--- src/rtl/ysyx_22041461_mem_arbiter.sv ---
// Two-master, one-slave memory arbiter: I-side refill reads and D-side
// loads/stores share one memory port, one transaction at a time.
module ysyx_22041461_mem_arbiter #(
    parameter int ADDR_W  = 64,
    parameter int DATA_W  = 64,
    parameter int TIMEOUT = 255
) (
    input  logic              clk,
    input  logic              rst,
    input  logic              i_req_valid,
    output logic              i_req_ready,
    input  logic [ADDR_W-1:0] i_req_addr,
    output logic              i_resp_valid,
    output logic [DATA_W-1:0] i_resp_data,
    output logic              i_resp_err,
    input  logic              d_req_valid,
    output logic              d_req_ready,
    input  logic [ADDR_W-1:0] d_req_addr,
    input  logic              d_req_wen,
    input  logic [DATA_W-1:0] d_req_wdata,
    input  logic [7:0]        d_req_wmask,
    output logic              d_resp_valid,
    output logic [DATA_W-1:0] d_resp_rdata,
    output logic              d_resp_err,
    output logic              m_req_valid,
    input  logic              m_req_ready,
    output logic [ADDR_W-1:0] m_req_addr,
    output logic              m_req_wen,
    output logic [DATA_W-1:0] m_req_wdata,
    output logic [7:0]        m_req_wmask,
    input  logic              m_resp_valid,
    input  logic [DATA_W-1:0] m_resp_rdata,
    input  logic              m_resp_err
);

    typedef enum logic [1:0] {
        IDLE,
        REQ,
        RESP
    } state_e;

    localparam logic [7:0] TO_LAST = 8'(TIMEOUT - 1);

    state_e            state_q, state_d;
    logic              last_q, last_d;
    logic              owner_q, owner_d;
    logic [ADDR_W-1:0] addr_q, addr_d;
    logic              wen_q, wen_d;
    logic [DATA_W-1:0] wdata_q, wdata_d;
    logic [7:0]        wmask_q, wmask_d;
    logic [7:0]        timer_q, timer_d;
    logic              i_pulse_q, i_pulse_d;
    logic              d_pulse_q, d_pulse_d;
    logic [DATA_W-1:0] rdata_q, rdata_d;
    logic              err_q, err_d;

    logic idle;
    logic grant_i;
    logic grant_d;
    logic accept;
    logic done;
    logic expire;

    // last_q/owner_q: 1 = D side, 0 = I side
    always_comb begin
        idle    = (state_q == IDLE) && rst;
        grant_i = i_req_valid && (!d_req_valid || last_q);
        grant_d = d_req_valid && !grant_i;
        accept  = idle && (i_req_valid || d_req_valid);
        done    = (state_q == RESP) && m_resp_valid;
        expire  = (state_q != IDLE) && (timer_q == TO_LAST) && !done;
    end

    always_ff @(posedge clk or negedge rst) begin
        if (!rst) begin
            state_q   <= IDLE;
            last_q    <= 1'b1;
            owner_q   <= 1'b0;
            addr_q    <= '0;
            wen_q     <= 1'b0;
            wdata_q   <= '0;
            wmask_q   <= '0;
            timer_q   <= '0;
            i_pulse_q <= 1'b0;
            d_pulse_q <= 1'b0;
            rdata_q   <= '0;
            err_q     <= 1'b0;
        end else begin
            state_q   <= state_d;
            last_q    <= last_d;
            owner_q   <= owner_d;
            addr_q    <= addr_d;
            wen_q     <= wen_d;
            wdata_q   <= wdata_d;
            wmask_q   <= wmask_d;
            timer_q   <= timer_d;
            i_pulse_q <= i_pulse_d;
            d_pulse_q <= d_pulse_d;
            rdata_q   <= rdata_d;
            err_q     <= err_d;
        end
    end

    always_comb begin
        state_d = state_q;
        case (state_q)
            IDLE: if (accept) state_d = REQ;
            REQ: begin
                if (expire) state_d = IDLE;
                else if (m_req_ready) state_d = RESP;
            end
            RESP: if (done || expire) state_d = IDLE;
            default: state_d = IDLE;
        endcase
    end

    always_comb begin
        last_d  = last_q;
        owner_d = owner_q;
        addr_d  = addr_q;
        wen_d   = wen_q;
        wdata_d = wdata_q;
        wmask_d = wmask_q;
        timer_d = timer_q;
        if (accept) begin
            last_d  = grant_d;
            owner_d = grant_d;
            timer_d = '0;
            if (grant_d) begin
                addr_d  = d_req_addr;
                wen_d   = d_req_wen;
                wdata_d = d_req_wdata;
                wmask_d = d_req_wmask;
            end else begin
                // refill reads are always a full aligned beat
                addr_d  = i_req_addr & ~ADDR_W'('h7);
                wen_d   = 1'b0;
                wdata_d = '0;
                wmask_d = '0;
            end
        end else if (state_q != IDLE) begin
            timer_d = timer_q + 8'd1;
        end
        i_pulse_d = (done || expire) && !owner_q;
        d_pulse_d = (done || expire) && owner_q;
        rdata_d   = '0;
        if (done && !(owner_q && wen_q)) rdata_d = m_resp_rdata;
        err_d = expire || (done && m_resp_err);
    end

    always_comb begin
        i_req_ready  = idle && grant_i;
        d_req_ready  = idle && grant_d;
        m_req_valid  = (state_q == REQ);
        m_req_addr   = m_req_valid ? addr_q : '0;
        m_req_wen    = m_req_valid && wen_q;
        m_req_wdata  = m_req_valid ? wdata_q : '0;
        m_req_wmask  = m_req_valid ? wmask_q : '0;
        i_resp_valid = i_pulse_q;
        i_resp_data  = i_pulse_q ? rdata_q : '0;
        i_resp_err   = i_pulse_q && err_q;
        d_resp_valid = d_pulse_q;
        d_resp_rdata = d_pulse_q ? rdata_q : '0;
        d_resp_err   = d_pulse_q && err_q;
    end

endmodule

--- config.mk ---
export PLATFORM = sky130hd
export DESIGN_NAME = ysyx_22041461_mem_arbiter
export DESIGN_NICKNAME = d
export VERILOG_FILES = /design/src/rtl/ysyx_22041461_mem_arbiter.sv
export SDC_FILE = /design/constraint.sdc
export NUM_CORES = 1
export LEC_CHECK = 0
export BUFFER_PORTS_ARGS = -buffer_cell sky130_fd_sc_hd__buf_2
export CORE_AREA = 2 2 211 213
export CTS_CLUSTER_DIAMETER = 40
export DETAILED_ROUTE_END_ITERATION = 10
export DIE_AREA = 0 0 213 215
export GPL_TIMING_DRIVEN = 0
export SLEW_MARGIN = 30
export SYNTH_ARGS = -nofsm -noshare
export SYNTH_HDL_FRONTEND = slang
export SYNTH_SLANG_ARGS = --single-unit
--- constraint.sdc ---
create_clock -name clk -period 2.29 [get_ports clk]
set_clock_uncertainty 0.1 [all_clocks]
set_input_delay 0.3435 -clock clk [delete_from_list [all_inputs] [get_ports clk]]
set_output_delay 0.3435 -clock clk [all_outputs]
set_load 0.1 [all_outputs]
==> metrics.md <==
| Metric | Value |
|---|---|
| Status | `finished, violations left` |
| Violated checks | `negative setup slack` |
| Post-Synth Adder-Cell Area | `0.247%` |
| Worst reg2reg endpoint | `wmask_q[0]` |
| WP data arrival | `~2.0 ns` |
| Final hold vios | `0` |
| Yosys warns | `0` |
| First drt pass iteration count | `5` |
| Layout net count | `2026` |
| CTS max path bufs | `3` |
| Fmax | `411 MHz` |
| Leak pwr | `approximately 0.010 uW` |
| Post-layout min period | `2.43 ns` |
| Max cap viols | `0` |
| Share of cells above drive strength 1 | `52.9%` |
| Fin. max-slew vios | `0` |
| Starting Density | `23.3%` |
| Grt ovf | `0` |
| Synth Area in Simple Gates | `between 20% and 30%` |
| WL/cell | `between 20 and 25 um` |
| Initial DRC Count | `493` |
| Vias per inst | `4.54` |
| Std-Cell Rows | `77` |
| Critical path startpoint | `state_q[0]` |
| Tot GR Track Use | `20.4%` |
| Chip Width | `213 um` |
| Vias | `10.8k` |
| RSZ-0062 raised after global routing | `yes` |
| Power Total | `24700 uW` |
| Vias in the first global route | `between 10k and 15k` |
| R2r setup slk | `0.12 ns` |
| P&R area growth vs syn | `106%` |
| Slew of the pin with the lowest slew margin | `0.975 ns` |
| Hold path start | `d_req_addr[53]` |
| Setup WS post-layout | `-0.141 ns` |
| CTS buffer count | `34` |
| R2r startpoint | `state_q[0]` |
| CTS tree | `yes` |
| DR DRC count | `0` |
| Die area | `45800 um^2` |
| Hold path endpoint | `addr_q[53]` |
| Hold path depth | `3` |
| Seq/Total Area, Yosys | `between 50% and 60%` |
| CP max FO | `7` |
| Post-DRT Antenna Nets | `0` |
| Cell taking the most area after synthesis | `dfrtp_1` |
| Final setup fails | `~130` |
| #FFs+latches synth | `216` |
| VDD IR max | `0.766 mV` |
| Post-Place Cells | `2079` |
| Clk root buf | `clkbuf_16` |
| Sink Count | `approximately 220` |
| Power Dens Cells | `~1200 nW/um^2` |
| Post-Syn Instances | `945` |
| Class of the worst hold path | `in -> reg` |
| Yosys top cell area share | `53.0%` |
| Fillers | `between 3k and 4k` |
| Slew HR | `35.0%` |
| Synth Area in XOR/XNOR | `less than 1%` |
| Clk slew on worst S/H paths | `0.05 ns` |
| Post-DP HPWL | `31000 um` |
| Total routed wirelength | `between 40000 and 50000 um` |
| IO Pins | `~540` |
| CP endpoint kind | `primary output` |
| Mux cell area share after synthesis | `6.13%` |
| Top cells by area, synth | `dfrtp_1, and2_1, a22o_1` |
| Unique masters post-synth | `35` |
| Critical path launch point type | `flop` |
| Initial antenna violation count | `10` |
| Largest net degree at the start of global routing | `62` |
| IO Port Bufs | `540` |
| Mapped cell area | `approximately 10000 um^2` |
| Synth Area in Compound Gates | `between 10 and 15%` |
| Core footprint | `43600 um^2` |
| Syn avg cell area | `10.7 um^2` |
| Critical Path RT | `roughly 1.9 ns` |
| Period utilization | `106%` |
| Layout Utilization | `48.0%` |
| Htree depth | `2` |
| Main combinational cell family by area after synthesis | `simple AND/OR/NAND/NOR gates` |
| WS Path Type | `reg -> out` |
| Net Count, Synth | `1219` |
| Height of the die | `about 220 um` |
| First-pass GRT wire length | `approximately 70000 um` |
| Gpl congestion | `0.901` |
| Clock latency on the worst-skew pair | `0.52 ns` |
| Final cell count without fillers | `around 2.4k` |
| R2R depth | `7` |
==> layer usage <==
metal / global-route usage, % / vias up / share of wire, %
li1: - / 4831 / -
met1: 21.1 / 5306 / 36
met2: 36.9 / 548 / 52
met3: 4.66 / 130 / 6.7
met4: 12.9 / 0 / 5.2
met5: 0 / - / 0
==> area by class of cell <==
class | count | area [um^2] | share of cell area, %
Buffer | 78 | 731 | 3.49
Sequential cell | 216 | 5410 | 25.8
Tap cell | 592 | 741 | 3.54
Multi-Input combinational cell | 644 | 4800 | 22.9
Inverter | 3 | 11.3 | 0.0538
Timing Repair Buffer | 775 | 8050 | 38.5
Antenna cell | 10 | 25.0 | 0.120
Clock inverter | 18 | 161 | 0.771
Clock buffer | 44 | 1000 | 4.79
==> flip-flops by register name (all words and copies together) (netlist names) <==
| register | flops |
|---|---|
| owner_q | 1 |
| timer_q | 8 |
| wmask_q | 8 |
| wen_q | 1 |
| i_resp_valid | 1 |
| wdata_q | 64 |
| last_q | 1 |
| state_q | 2 |
| rdata_q | 64 |
| d_resp_valid | 1 |
| addr_q | 64 |
| err_q | 1 |
==> Yosys cell counts <==
library cell    n
dfrtp_1       215
dfstp_2         1
buf_6          14
or3b_1          1
nor3b_1         1
o21ai_1        25
a21o_1          2
o21ba_2         1
nand3_1         3
nand2b_1        1
nand2_1         3
o211ai_1        1
xor2_1          3
clkbuf_1       52
or3_1           2
and2_1        331
o31ai_1         1
o2111ai_1       3
buf_2          16
mux2_2          1
ha_1            2
or4_1           1
o21a_1          1
o22ai_1         1
nand3b_1        1
mux2i_1        61
a22o_1         76
a21oi_1         5
a21boi_0        1
inv_1           3
nor2b_1         2
o21ai_0       104
nor3_1          1
or2_1           1
nor2_1          8
==> critical path, cell delays in order, from the launching register on <==
cell	delay, ns
dfrtp_1	0.34
buf_6	0.11
nor2b_4	0.17
buf_12	0.16
clkbuf_16	0.19
clkbuf_8	0.16
and2_4	0.15
buf_12	0.17
==> layout by cell type, fill, tap and decap left out, types with 4 or more instances in the layout <==
cell type and count:
a21oi_1 4, a22o_1 76, and2_1 94, and2_2 100, and2_4 137, buf_12 142
buf_16 5, buf_2 289, buf_4 39, buf_6 110, buf_8 18, clkbuf_1 24
clkbuf_16 50, clkbuf_2 4, clkbuf_4 9, clkbuf_8 8, clkinv_2 4, clkinv_4 4
clkinvlp_4 4, dfrtp_1 212, diode_2 10, dlygate4sd3_1 198, inv_6 4, mux2i_1 61
nor2_1 7, o21ai_0 104, o21ai_1 25
==> worst max-delay path by stage <==
stage | to | slack (ns) | cells after the start
2_1_floorplan | m_req_wdata[61] | 0.009 | 4
3_3_place_gp | d_req_ready | -4.34 | 7
3_5_place_dp | d_req_ready | -1.28 | 8
4_1_cts | d_req_ready | -0.27 | 7
5_1_grt | m_req_wdata[21] | -0.22 | 7
6_report | m_req_addr[44] | -0.14 | 7
==> repair_timing <==
action / 4_1_cts / 5_1_grt
pin swaps: 58 / 28
hold endpoints to repair: 290 / 147
buffers inserted: 12 / 6
cloned: 14 / 2
hold buffers: 197 / 4
endpoints found under the setup margin: 364 / 258
gates resized for setup: 944 / 111
==> metrics by stage <==
step	hold WS (ns)	setup WS [ns]	setup TNS, ns	instance area (um^2)
after floorplan	-0.0521	0.00899	0	10400
after global placement	0.374	-4.34	-1266.32	13900
after detailed placement	0.195	-1.28	-161.86	13900
after CTS	-0.423	-0.269	-19.94	20500
after global routing	0.0268	-0.216	-20.73	20900
final	0.0301	-0.141	-11.34	20900
==> power breakdown <==
group / switching [uW] / leakage [uW] / total [uW] / internal (uW)
Sequential: 883 / 0.00282 / 6030 / 5140
Clock: 1990 / 0.000565 / 5240 / 3250
Combinational: 7920 / 0.00668 / 13500 / 5530
==> cells by family (layout without fill, tap and decap cells) <==
family	count (synthesis)	after routing
fa+ha+maj	2	2
compound gates	221	221
xor+xnor	3	3
flops	216	216
buf+inv	85	918
mux	62	62
other cells	0	10
simple gates	356	356
(Power assumes the default switching activity.)
